**src/rtl/fft_peak_search_pkg.sv**
```systemverilog
// Shared types and constants for the FFT peak-search block: FSM state encoding,
// default bus widths and the sig_count width helper.
package fft_feat_pkg;

  localparam int DEF_ADDR_W = 12;
  localparam int DEF_DATA_W = 16;

  typedef enum logic [2:0] {
    IDLE     = 3'd0,
    P1       = 3'd1,
    P1_DRAIN = 3'd2,
    P2       = 3'd3,
    P2_DRAIN = 3'd4,
    DONE     = 3'd5
  } state_t;

  // One extra bit so a count of every addressable bin still fits.
  function automatic int sig_cnt_w(input int addr_w);
    return addr_w + 1;
  endfunction

endpackage

```
**src/rtl/fft_peak_search_if.sv**
```systemverilog
// Control, RAM read port and result bus of fft_peak_search.
// slave = the peak-search block, master = RAM model / detector side.
interface fft_peak_search_if #(
  parameter int ADDR_W = fft_feat_pkg::DEF_ADDR_W,
  parameter int DATA_W = fft_feat_pkg::DEF_DATA_W
);
  import fft_feat_pkg::*;

  localparam int SIG_W = sig_cnt_w(ADDR_W);

  logic                     start;
  logic [ADDR_W-1:0]        rd_addr;
  logic [DATA_W-1:0]        rd_data;
  logic                     busy;
  logic                     done;
  logic [DATA_W-1:0]        peak1_mag;
  logic [ADDR_W-1:0]        peak1_bin;
  logic [DATA_W-1:0]        peak2_mag;
  logic [ADDR_W-1:0]        peak2_bin;
  logic [SIG_W-1:0]         sig_count;
  logic [DATA_W+ADDR_W-1:0] floor_sum;

  modport slave (
    input  start, rd_data,
    output rd_addr, busy, done,
    output peak1_mag, peak1_bin, peak2_mag, peak2_bin, sig_count, floor_sum
  );

  modport master (
    output start, rd_data,
    input  rd_addr, busy, done,
    input  peak1_mag, peak1_bin, peak2_mag, peak2_bin, sig_count, floor_sum
  );

endinterface

```
**src/rtl/fft_peak_search_sweeper.sv**
```systemverilog
// Bin address sweeper: walks START_BIN..END_BIN once per load and delays a
// bin tag / valid / last flag by RD_LAT so each rd_data word arrives labelled.
module fft_bin_sweeper #(
  parameter int ADDR_W    = 12,
  parameter int DATA_W    = 16,
  parameter int START_BIN = 1,
  parameter int END_BIN   = 2047,
  parameter int RD_LAT    = 1
) (
  input  logic              clk,
  input  logic              rst,
  input  logic              i_load,
  input  logic [DATA_W-1:0] i_rd_data,
  output logic [ADDR_W-1:0] o_rd_addr,
  output logic              o_issue_last,
  output logic [ADDR_W-1:0] o_bin,
  output logic [DATA_W-1:0] o_mag,
  output logic              o_valid,
  output logic              o_last
);

  localparam logic [ADDR_W-1:0] START_A = ADDR_W'(START_BIN);
  localparam logic [ADDR_W-1:0] END_A   = ADDR_W'(END_BIN);

  logic [ADDR_W-1:0] r_cnt;
  logic              r_active;
  logic [ADDR_W-1:0] r_tag [RD_LAT];
  logic [RD_LAT-1:0] r_vld;
  logic [RD_LAT-1:0] r_lst;
  logic              w_at_end;

  assign w_at_end = (r_cnt == END_A);

  // Counter stops on END_BIN and keeps it, so rd_addr holds while idle.
  always_ff @(posedge clk) begin
    if (rst) begin
      r_cnt    <= '0;
      r_active <= 1'b0;
    end else if (i_load) begin
      r_cnt    <= START_A;
      r_active <= 1'b1;
    end else if (r_active) begin
      if (w_at_end) r_active <= 1'b0;
      else          r_cnt    <= r_cnt + 1'b1;
    end
  end

  always_ff @(posedge clk) begin
    if (rst) begin
      for (int i = 0; i < RD_LAT; i++) r_tag[i] <= '0;
      r_vld <= '0;
      r_lst <= '0;
    end else begin
      r_tag[0] <= r_cnt;
      r_vld[0] <= r_active;
      r_lst[0] <= r_active && w_at_end;
      for (int i = 1; i < RD_LAT; i++) begin
        r_tag[i] <= r_tag[i-1];
        r_vld[i] <= r_vld[i-1];
        r_lst[i] <= r_lst[i-1];
      end
    end
  end

  assign o_rd_addr    = r_cnt;
  assign o_issue_last = r_active && w_at_end;
  assign o_bin        = r_tag[RD_LAT-1];
  assign o_mag        = i_rd_data;
  assign o_valid      = r_vld[RD_LAT-1];
  assign o_last       = r_lst[RD_LAT-1];

endmodule

```
**src/rtl/fft_peak_search.sv**
```systemverilog
// Two-pass spectral peak search over the FFT magnitude RAM.
// Optional macro FFT_PEAK_FLOOR_EN builds the pass-1 magnitude accumulator (floor_sum).
//
// state    | meaning
// IDLE     | waiting for start, results held
// P1       | issuing pass-1 addresses (peak1 search)
// P1_DRAIN | collecting the last RD_LAT pass-1 reads
// P2       | issuing pass-2 addresses (peak2 search, significance count)
// P2_DRAIN | collecting the last RD_LAT pass-2 reads
// DONE     | latch results, pulse done
module fft_peak_search
  import fft_feat_pkg::*;
#(
  parameter int ADDR_W    = DEF_ADDR_W,
  parameter int DATA_W    = DEF_DATA_W,
  parameter int START_BIN = 1,
  parameter int END_BIN   = 2047,
  parameter int GUARD     = 4,
  parameter int TH_SHIFT  = 3,
  parameter int RD_LAT    = 1
) (
  input  logic              clk,
  input  logic              rst,
  fft_peak_search_if.slave  bus
);

  localparam int SIG_W = sig_cnt_w(ADDR_W);
  localparam int ACC_W = DATA_W + ADDR_W;
  localparam logic [ADDR_W-1:0] START_A = ADDR_W'(START_BIN);

  state_t            r_state;
  logic              r_busy;
  logic              r_done;
  logic [DATA_W-1:0] r_max1;
  logic [ADDR_W-1:0] r_bin1;
  logic [DATA_W-1:0] r_max2;
  logic [ADDR_W-1:0] r_bin2;
  logic [SIG_W-1:0]  r_sig;
  logic [DATA_W-1:0] r_peak1_mag;
  logic [ADDR_W-1:0] r_peak1_bin;
  logic [DATA_W-1:0] r_peak2_mag;
  logic [ADDR_W-1:0] r_peak2_bin;
  logic [SIG_W-1:0]  r_sig_count;

  logic              w_load;
  logic              w_issue_last;
  logic [ADDR_W-1:0] w_rd_addr;
  logic [ADDR_W-1:0] w_bin;
  logic [DATA_W-1:0] w_mag;
  logic              w_valid;
  logic              w_last;
  logic              w_pass1;
  logic              w_pass2;
  logic [ADDR_W-1:0] w_diff;
  logic [31:0]       w_diff32;
  logic              w_elig;
  logic [DATA_W-1:0] w_th;

  assign w_load  = ((r_state == IDLE) && bus.start) ||
                   ((r_state == P1_DRAIN) && w_last);
  assign w_pass1 = (r_state == P1) || (r_state == P1_DRAIN);
  assign w_pass2 = (r_state == P2) || (r_state == P2_DRAIN);

  fft_bin_sweeper #(
    .ADDR_W    (ADDR_W),
    .DATA_W    (DATA_W),
    .START_BIN (START_BIN),
    .END_BIN   (END_BIN),
    .RD_LAT    (RD_LAT)
  ) u_sweeper (
    .clk          (clk),
    .rst          (rst),
    .i_load       (w_load),
    .i_rd_data    (bus.rd_data),
    .o_rd_addr    (w_rd_addr),
    .o_issue_last (w_issue_last),
    .o_bin        (w_bin),
    .o_mag        (w_mag),
    .o_valid      (w_valid),
    .o_last       (w_last)
  );

  // Order the subtraction so the distance never wraps; compare in 32 bits so
  // a GUARD wider than the address range simply excludes everything.
  assign w_diff   = (w_bin >= r_bin1) ? (w_bin - r_bin1) : (r_bin1 - w_bin);
  assign w_diff32 = 32'(w_diff);
  assign w_elig   = (w_diff32 > 32'(GUARD));
  assign w_th     = r_max1 >> TH_SHIFT;

  always_ff @(posedge clk) begin
    if (rst) begin
      r_state     <= IDLE;
      r_busy      <= 1'b0;
      r_done      <= 1'b0;
      r_max1      <= '0;
      r_bin1      <= '0;
      r_max2      <= '0;
      r_bin2      <= '0;
      r_sig       <= '0;
      r_peak1_mag <= '0;
      r_peak1_bin <= '0;
      r_peak2_mag <= '0;
      r_peak2_bin <= '0;
      r_sig_count <= '0;
    end else begin
      r_done <= 1'b0;
      case (r_state)
        IDLE: begin
          if (bus.start) begin
            r_state <= P1;
            r_busy  <= 1'b1;
            r_max1  <= '0;
            r_bin1  <= START_A;
          end
        end
        P1: begin
          if (w_issue_last) r_state <= P1_DRAIN;
        end
        P1_DRAIN: begin
          if (w_last) begin
            r_state <= P2;
            r_max2  <= '0;
            r_bin2  <= '0;
            r_sig   <= '0;
          end
        end
        P2: begin
          if (w_issue_last) r_state <= P2_DRAIN;
        end
        P2_DRAIN: begin
          if (w_last) r_state <= DONE;
        end
        DONE: begin
          r_peak1_mag <= r_max1;
          r_peak1_bin <= r_bin1;
          r_peak2_mag <= r_max2;
          r_peak2_bin <= r_bin2;
          r_sig_count <= r_sig;
          r_done      <= 1'b1;
          r_busy      <= 1'b0;
          r_state     <= IDLE;
        end
        default: r_state <= IDLE;
      endcase

      // Strict compares keep the lowest bin on ties.
      if (w_valid && w_pass1) begin
        if (w_mag > r_max1) begin
          r_max1 <= w_mag;
          r_bin1 <= w_bin;
        end
      end

      if (w_valid && w_pass2) begin
        if (w_elig && (w_mag > r_max2)) begin
          r_max2 <= w_mag;
          r_bin2 <= w_bin;
        end
        if (w_mag > w_th) r_sig <= r_sig + SIG_W'(1);
      end
    end
  end

`ifdef FFT_PEAK_FLOOR_EN
  logic [ACC_W-1:0] r_acc;
  logic [ACC_W-1:0] r_floor;

  always_ff @(posedge clk) begin
    if (rst) begin
      r_acc   <= '0;
      r_floor <= '0;
    end else begin
      if ((r_state == IDLE) && bus.start) r_acc <= '0;
      else if (w_valid && w_pass1)        r_acc <= r_acc + ACC_W'(w_mag);
      if (r_state == DONE) r_floor <= r_acc;
    end
  end

  assign bus.floor_sum = r_floor;
`else
  assign bus.floor_sum = '0;
`endif

  assign bus.rd_addr   = w_rd_addr;
  assign bus.busy      = r_busy;
  assign bus.done      = r_done;
  assign bus.peak1_mag = r_peak1_mag;
  assign bus.peak1_bin = r_peak1_bin;
  assign bus.peak2_mag = r_peak2_mag;
  assign bus.peak2_bin = r_peak2_bin;
  assign bus.sig_count = r_sig_count;

endmodule

```
**src/flat_wrapper.sv**
```systemverilog
// flat-port wrapper written by rule: the top's interface ports become plain ports
module fft_peak_search_flat import fft_feat_pkg::*;
#(
  parameter int ADDR_W    = DEF_ADDR_W,
  parameter int DATA_W    = DEF_DATA_W,
  parameter int START_BIN = 1,
  parameter int END_BIN   = 2047,
  parameter int GUARD     = 4,
  parameter int TH_SHIFT  = 3,
  parameter int RD_LAT    = 1
)
  (clk, rst, bus_start, bus_rd_data, bus_rd_addr, bus_busy, bus_done, bus_peak1_mag, bus_peak1_bin, bus_peak2_mag, bus_peak2_bin, bus_sig_count, bus_floor_sum);
  fft_peak_search_if #(.ADDR_W(ADDR_W), .DATA_W(DATA_W)) bus_i ();
  input  logic clk;
  input  logic rst;
  input wire logic [$bits(bus_i.start)-1:0] bus_start;
  input wire logic [$bits(bus_i.rd_data)-1:0] bus_rd_data;
  output wire logic [$bits(bus_i.rd_addr)-1:0] bus_rd_addr;
  output wire logic [$bits(bus_i.busy)-1:0] bus_busy;
  output wire logic [$bits(bus_i.done)-1:0] bus_done;
  output wire logic [$bits(bus_i.peak1_mag)-1:0] bus_peak1_mag;
  output wire logic [$bits(bus_i.peak1_bin)-1:0] bus_peak1_bin;
  output wire logic [$bits(bus_i.peak2_mag)-1:0] bus_peak2_mag;
  output wire logic [$bits(bus_i.peak2_bin)-1:0] bus_peak2_bin;
  output wire logic [$bits(bus_i.sig_count)-1:0] bus_sig_count;
  output wire logic [$bits(bus_i.floor_sum)-1:0] bus_floor_sum;
  assign bus_i.start = bus_start;
  assign bus_i.rd_data = bus_rd_data;
  assign bus_rd_addr = bus_i.rd_addr;
  assign bus_busy = bus_i.busy;
  assign bus_done = bus_i.done;
  assign bus_peak1_mag = bus_i.peak1_mag;
  assign bus_peak1_bin = bus_i.peak1_bin;
  assign bus_peak2_mag = bus_i.peak2_mag;
  assign bus_peak2_bin = bus_i.peak2_bin;
  assign bus_sig_count = bus_i.sig_count;
  assign bus_floor_sum = bus_i.floor_sum;
  fft_peak_search #(.ADDR_W(ADDR_W), .DATA_W(DATA_W), .START_BIN(START_BIN), .END_BIN(END_BIN), .GUARD(GUARD), .TH_SHIFT(TH_SHIFT), .RD_LAT(RD_LAT)) u_core (.clk(clk), .rst(rst), .bus(bus_i));
endmodule
```
**config.mk**
```make
export PLATFORM = sky130hd
export DESIGN_NAME = fft_peak_search_flat
export DESIGN_NICKNAME = d
export VERILOG_FILES = /design/src/rtl/fft_peak_search_pkg.sv /design/src/rtl/fft_peak_search_if.sv /design/src/rtl/fft_peak_search_sweeper.sv /design/src/rtl/fft_peak_search.sv /design/src/flat_wrapper.sv
export SDC_FILE = /design/constraint.sdc
export NUM_CORES = 1
export LEC_CHECK = 0
export ABC_AREA = 1
export CAP_MARGIN = 20
export CORE_MARGIN = 5
export CORE_UTILIZATION = 49
export CTS_CLUSTER_DIAMETER = 50
export CTS_CLUSTER_SIZE = 14
export DETAILED_ROUTE_END_ITERATION = 10
export PLACE_DENSITY = 0.72
export SLEW_MARGIN = 0
export SYNTH_ARGS = -nofsm -noshare
export SYNTH_HDL_FRONTEND = slang
export SYNTH_SLANG_ARGS = --single-unit
```
**constraint.sdc**
```tcl
create_clock -name clk -period 4 [get_ports clk]
set_input_delay 0.4 -clock clk [delete_from_list [all_inputs] [get_ports clk]]
set_output_delay 0.4 -clock clk [all_outputs]
set_load 0.02 [all_outputs]
```
==> metrics.md, run 1 <==
| Metric | Value |
|---|---|
| Hold Crit Class | `flip-flop to flip-flop` |
| Vias in the first global route | `slightly above 8,000` |
| Fin util | `58.2%` |
| Filler Cell Count | `between 1,500 and 2,000` |
| Initial antenna violation count | `0` |
| Final Skew | `0.0119 ns` |
| Data arrival, critical path | `3.46 ns` |
| Power Density | `between 400 and 500 nW/um^2` |
| Die height | `150 microns` |
| RSZ-0062 raised after global routing | `false` |
| Share of cells above drive strength 1 | `4.55%` |
| Top cell by count, worst path | `nand2_1` |
| Rel. slew slack | `35.2%` |
| Share of flip-flops with an asynchronous set or reset | `0%` |
| Syn Area/Cell | `6.90 sq um` |
| Setup crit end kind | `flip-flop` |
| Final min period | `3.12 ns` |
| Ant diodes | `0` |
| VDD IR max | `331 uV` |
| Total GRT Usage | `22.1%` |
| Setup TNS Final | `0 ns` |
| Worst skew pair latency | `0.44 ns` |
| CP Cell Sequence | `inv_1, ha_1, nand2_4, inv_2, nand2_1, nand2_1, a21oi_1, nand2_4, nand2_1, nand3_1, nand2_1, clkinv_1, nor2_2, nand2_4, nand2_2, nand2_1, nand2_1, nor2_1` |
| Post-synth EDFFs | `0` |
| Synth warn | `0` |
| H-Tree Depth | `4` |
| Clk slew on worst S/H paths | `around 0.070 ns` |
| CP startpoint kind | `flip-flop` |
| Setup repair bufs after CTS | `0` |
| Max Root-Sink Buffers | `2` |
| Max-Cap Viols | `0` |
| Iter 0 DRT Violations | `around 630` |
| Die Span X | `150 microns` |
| Via/cell ratio | `5.07` |
| Area Overhead vs Synth | `17.5%` |
| First-pass GRT wire length | `40,600 microns` |
| Initial Util | `about half` |
| Library cells used by synthesis | `39` |
| Synth Flop Type | `dfxtp_1` |
| Number of nets in the layout | `1,549` |
| Setup CP Type | `flip-flop to flip-flop` |
| DR WL/cell | `14.0 microns` |
| Vias | `approximately 8,800` |
| Post-route clock period utilization | `78.1%` |
| Final hold vios | `0` |
| Synth Instances | `1,388` |
| Num CTS Buffers | `17` |
| Slowest-stage cell, CP | `ha_1` |
| Post-route cell area | `11,300 sq um` |
| Count of input and output buffers | `between 100 and 150` |
| Final Routed Wirelength | `24,300 microns` |
| Largest net degree at the start of global routing | `approximately 110` |
| Core ar. | `19,300 sq um` |
| Dpl hpwl | `17,400 microns` |
| CTS Hold Bufs | `0` |
| Sequential share of the synthesized area | `35.6%` |
| Pre-antenna DRT Iters | `5` |
| CTS tree | `yes` |
| CP Max Fanout | `45` |
| Clock root cell | `clkbuf_16` |
| Leakage | `around 0.0046 uW` |
| CP max stage delay | `0.47 ns` |
| Routed Antenna Nets | `0` |
| CP required | `4.33 ns` |
| Gr ovfl total | `0` |
| Seq cells post-synth | `170` |
| Post-synthesis cell area | `9570 sq um` |
| IO Pins | `130` |
| Placer Congestion | `0.906` |
| Max-slew violation count | `0` |
| FP Rows | `51` |
| DRC Markers | `0` |
| Die area | `22,400 sq um` |
| # resized after CTS | `0` |
| Worst slew pin tran | `0.972 ns` |
| Highest clock rate | `320 MHz` |
| CTS Sinks | `170` |
| Status | `completed` |
| DP Area | `10,600 sq um` |
| Final setup fails | `0` |
synthesized netlist by cell type (all sizes together), types with 11 or more instances:
| library cell | count | area (sq um) |
|---|---|---|
| ha | 70 | 876 |
| clkbuf | 47 | 176 |
| xor2 | 12 | 105 |
| dfxtp | 170 | 3400 |
| a21oi | 176 | 888 |
| nand2 | 264 | 1020 |
| buf | 41 | 300 |
| nor2 | 111 | 442 |
| nand4 | 11 | 68.8 |
| inv | 221 | 830 |
| nand3 | 105 | 531 |
| o21ai | 93 | 465 |
| nor3 | 14 | 70.1 |
| nand3b | 12 | 90.1 |
state kept, by name, indices dropped and copies added, names as in the netlist:
signal	flops
u_core.bus.peak1_bin	12
u_core.u_sweeper.o_rd_addr	12
u_core.bus.peak2_bin	12
u_core.bus.peak1_mag	16
u_core.bus.busy	1
u_core.u_sweeper.o_last	1
u_core.r_state	3
u_core.u_sweeper.r_active	1
u_core.r_sig	13
u_core.r_max1	16
u_core.r_bin2	12
u_core.r_max2	16
u_core.r_bin1	12
u_core.u_sweeper.o_valid	1
u_core.bus.sig_count	13
u_core.bus.peak2_mag	16
u_core.bus.done	1
u_core.u_sweeper.r_tag	12
power by group:
group	total, uW	switching [uW]	internal [uW]
clock network	1700	791	912
logic	1550	988	564
registers	1990	120	1870
path summary, 6_finish.rpt:
| path | startpoint | to | slack, ns | depth (start not counted) |
|---|---|---|---|---|
| worst max-delay path | u_core.u_sweeper.r_tag[0][7] | u_core.r_bin2[10] | 0.88 | 18 |
| worst min-delay path | u_core.bus.sig_count[6] | u_core.bus.sig_count[6] | 0.44 | 2 |
| worst max register to register | u_core.u_sweeper.r_tag[0][7] | u_core.r_bin2[10] | 0.88 | 18 |
| worst min register to register | u_core.bus.sig_count[6] | u_core.bus.sig_count[6] | 0.44 | 2 |
placed cells by master (no fill, tap or decap), drive strengths merged, types with 5 or more instances in the layout:
master         synthesis  layout
a21oi                176     176
o211ai                 5       5
buf                   41      12
nor4                   8       8
a21boi                 8       8
dfxtp                170     170
clkinv                 4       9
ha                    70      70
xor2                  12      12
conb                   1      28
nand2                264     264
inv                  221     227
nand3                105     105
nand4                 11      11
nor3                  14      14
o21ai                 93      93
clkdlybuf4s50          0     100
clkbuf                47      18
nand3b                12      12
nor2                 111     111
layer usage:
layer	global-route usage (%)	vias to the layer above	wire [microns]
met5	0	-	0
met4	7.27	0	561
met3	4.15	39	1460
met2	31.3	261	9830
met1	33.7	3962	12400
li1	-	4543	-
worst max-delay path, delay by kind of cell (launching register included):
family | cells | cell delay [ns]
flops | 1 | 0.40
simple gates | 13 | 1.68
buf+inv | 3 | 0.21
compound gates | 1 | 0.26
fa+ha+maj | 1 | 0.47
final cells by class:
| class | instances | area [sq um] | share of cell area, % |
|---|---|---|---|
| clock buffers | 18 | 439 | 3.90 |
| well taps | 265 | 332 | 2.95 |
| clock inverters | 14 | 176 | 1.57 |
| flip-flops and latches | 170 | 3400 | 30.2 |
| multi-input cells | 932 | 4970 | 44.1 |
| inverters | 225 | 846 | 7.52 |
| repair buffers | 112 | 1090 | 9.68 |
through the flow:
step | hold slack, ns | std cells | power, uW | worst slack (ns)
after floorplan | 0.425 | 1415 | 3110 | 1.58
after global placement | 0.433 | 1704 | 3540 | 0.980
after detailed placement | 0.436 | 1704 | 3560 | 0.925
after CTS | 0.448 | 1736 | 5270 | 0.897
after global routing | 0.460 | 1736 | 5560 | 0.451
final | 0.444 | 1736 | 5240 | 0.875
kinds of logic after synthesis:
family                   Yosys count  synth area share (%)
other                              1                0.0392
XOR/XNOR                          14                  1.28
AO/OA/AOI/OAI                    288                  15.7
flip-flops                       170                  35.6
buffers and inverters            313                  13.8
AND/OR/NAND/NOR                  530                  24.1
adder cells (fa/ha/maj)           72                  9.57
No activity file was read; power rests on OpenSTA's default activity.
==> inputs of run 2 (changes only) <==
Clock period 4 ns to 3 ns, I/O delays scaled along.
==> run 2 against run 1 <==
  * Clock-buffer cell count is the same
  * Wire length grew 2.8%
  * Critical path depth is the same
  * Core utilization grew 0.68 points
  * Clock power grew 33%
  * Final cell count grew 0.92%
  * Sequential share of layout area shrank 0.34 points
==> metrics.md, run 2 (synthesis results as in run 1) <==
| Metric | Value |
|---|---|
| Final Routed Wirelength | `24,900 microns (+2.8%)` |
| Routed Antenna Nets | `0 (unchanged)` |
| Commonest non-fill, non-tap cell in the layout | `nand2_1` |
| Die Span X | `150 microns (unchanged)` |
| Top cell by count, worst path | `nand2_1` |
| Gr ovfl total | `0 (unchanged)` |
| Final hold vios | `0 (unchanged)` |
| Most frequent cells in the layout | `nand2_1, inv_1, a21oi_1` |
| Worst skew pair latency | `0.44 ns (about the same)` |
| R2R Path Start | `u_core.u_sweeper.r_tag[0][0]` |
| Area Overhead vs Synth | `18.9%` |
| Initial Util | `49.5% (unchanged)` |
| Data arrival, critical path | `3.04 ns (-0.42 ns)` |
| CP Max Fanout | `31 (-31%)` |
| Setup crit end kind | `flip-flop` |
| Final min period | `2.71 ns (-0.410 ns)` |
| Clk slew on worst S/H paths | `0.07 ns (about the same)` |
| Post-route clock period utilization | `90.5% (+12 points)` |
| CP Cell Sequence | `inv_1, ha_1, fa_2, nor2_2, nor2_2, nand2_1, nand3_2, nand2_4, nand2_1, nand2_1, nand2_1, nand2_1, nand2_1, nor2_2, nand2_4, buf_12, a21oi_1, nor2_1` |
| Iter 0 DRT Violations | `656 (+4.8%)` |
| Worst R2R Setup Slack | `0.29 ns (-0.59 ns)` |
| Power Density | `624 nW/um^2 (+34%)` |
| Final Skew | `0.0133 ns (+0.00138 ns)` |
| Highest clock rate | `368 MHz (+15%)` |
| RSZ-0062 raised after global routing | `false` |
| R2r worst-path depth | `18 (unchanged)` |
| IO Pins | `130 (unchanged)` |
| Initial antenna violation count | `0 (unchanged)` |
| Count of input and output buffers | `101 (unchanged)` |
| Placer Congestion | `0.947 (+4.5%)` |
| Largest net degree at the start of global routing | `69 (-37%)` |
| Dpl hpwl | `18,500 microns (+6.3%)` |
| Hold Crit Class | `input pin to flip-flop` |
| Worst setup margin | `0.286 ns (-0.590 ns)` |
| Ant diodes | `0 (unchanged)` |
| Final setup fails | `0 (unchanged)` |
| Die area | `22,400 sq um (unchanged)` |
| Hold EP | `u_core.r_max2[5]` |
| Num CTS Buffers | `17 (unchanged)` |
| Total GRT Usage | `22.4% (+0.26 points)` |
| Leakage | `0.00468 uW (+1.8%)` |
| Pre-CTS WS | `0.139 ns (-0.786 ns)` |
| Rel. slew slack | `56.3% (+21 points)` |
| Setup TNS Final | `0 ns (unchanged)` |
| Max Root-Sink Buffers | `2 (unchanged)` |
| Share of cells above drive strength 1 | `5.78% (+1.2 points)` |
| Vias in the first global route | `8,088 (+0.099%)` |
| VDD IR max | `440 uV (+33%)` |
| CP required | `3.33 ns (-1.00 ns)` |
| Core ar. | `19,300 sq um (unchanged)` |
| Vias | `8,911 (+1.2%)` |
| Worst Hold Path Cells | `4 (+2)` |
| First-pass GRT wire length | `40,800 microns (+0.46%)` |
| Status | `completed` |
| HP Start | `rst` |
| Hold WS | `0.353 ns (-0.0906 ns)` |
| CP startpoint kind | `flip-flop` |
| Number of nets in the layout | `1,566 (+1.1%)` |
| DRC Markers | `0 (unchanged)` |
| Max-slew violation count | `0 (unchanged)` |
| CTS Sinks | `170 (unchanged)` |
| Max-Cap Viols | `0 (unchanged)` |
| FP Rows | `51 (unchanged)` |
| CTS tree | `yes` |
| Setup CP Type | `flip-flop to flip-flop` |
| DR WL/cell | `14.2 microns (+1.8%)` |
| CTS Hold Bufs | `0 (unchanged)` |
| Power, Total | `7110 uW (+36%)` |
| Pre-antenna DRT Iters | `5 (unchanged)` |
| Clock root cell | `clkbuf_16` |
| Die height | `150 microns (unchanged)` |
| CP max stage delay | `0.40 ns (-0.07 ns)` |
| Worst slew pin tran | `0.649 ns (-0.324 ns)` |
| H-Tree Depth | `4 (unchanged)` |
| Slowest-stage cell, CP | `fa_2` |
| Via/cell ratio | `5.09 (+0.28%)` |
| FF-to-FF End | `u_core.r_max2[7]` |
[run 2: where the power goes]
part	switching [uW]	internal [uW]
sequential	161	2490
combinational	1360	833
clock	994	1270
[run 2: worst max-delay path: cells and delay by family (launching register included)]
family,cells,cell delay (ns)
AOI/OAI and AO/OA,1,0.15
adders and majority gates,2,0.63
buffers and inverters,2,0.27
DFF,1,0.37
and+or+nand+nor,13,1.19
[run 2: final cells by class]
class,count,area [sq um]
fillers,1792,7950
multi-input cells,932,4970
flip-flops and latches,170,3400
repair buffers,129,1230
inverters,225,845
clock buffers,18,439
well taps,265,332
clock inverters,13,163
[run 2: worst max-delay path by stage]
stage | from | end | cells past startpoint
global route | u_core.u_sweeper.r_tag[0][0] | u_core.r_bin2[5] | 18
detailed placement | u_core.u_sweeper.r_tag[0][1] | u_core.r_bin2[5] | 18
finish | u_core.u_sweeper.r_tag[0][0] | u_core.r_max2[7] | 18
CTS | u_core.u_sweeper.r_tag[0][0] | u_core.r_bin2[5] | 19
global placement | u_core.u_sweeper.r_tag[0][1] | u_core.r_bin2[5] | 16
floorplan | u_core.u_sweeper.r_tag[0][0] | u_core.r_max2[10] | 18
[run 2: through the flow]
stage                     instances  area [sq um]  util, %
final                          1752         11400     58.9
after global routing           1752         11400     58.9
after CTS                      1750         11400     58.8
after detailed placement       1719         10800     55.6
after global placement         1719         10800     55.6
after floorplan                1415          9670        -
[run 2: routing by layer]
metal	GRT usage [%]	wire [microns]
met4	5.35	312
met5	0	0
met3	3.82	1680
met1	34.9	12600
met2	31.9	10300
[run 2: what timing repair did]
action	in CTS	in global routing
hold endpoints to repair	0	0
buffers inserted	0	2
gates resized for setup	0	3
setup endpoints to repair	0	23
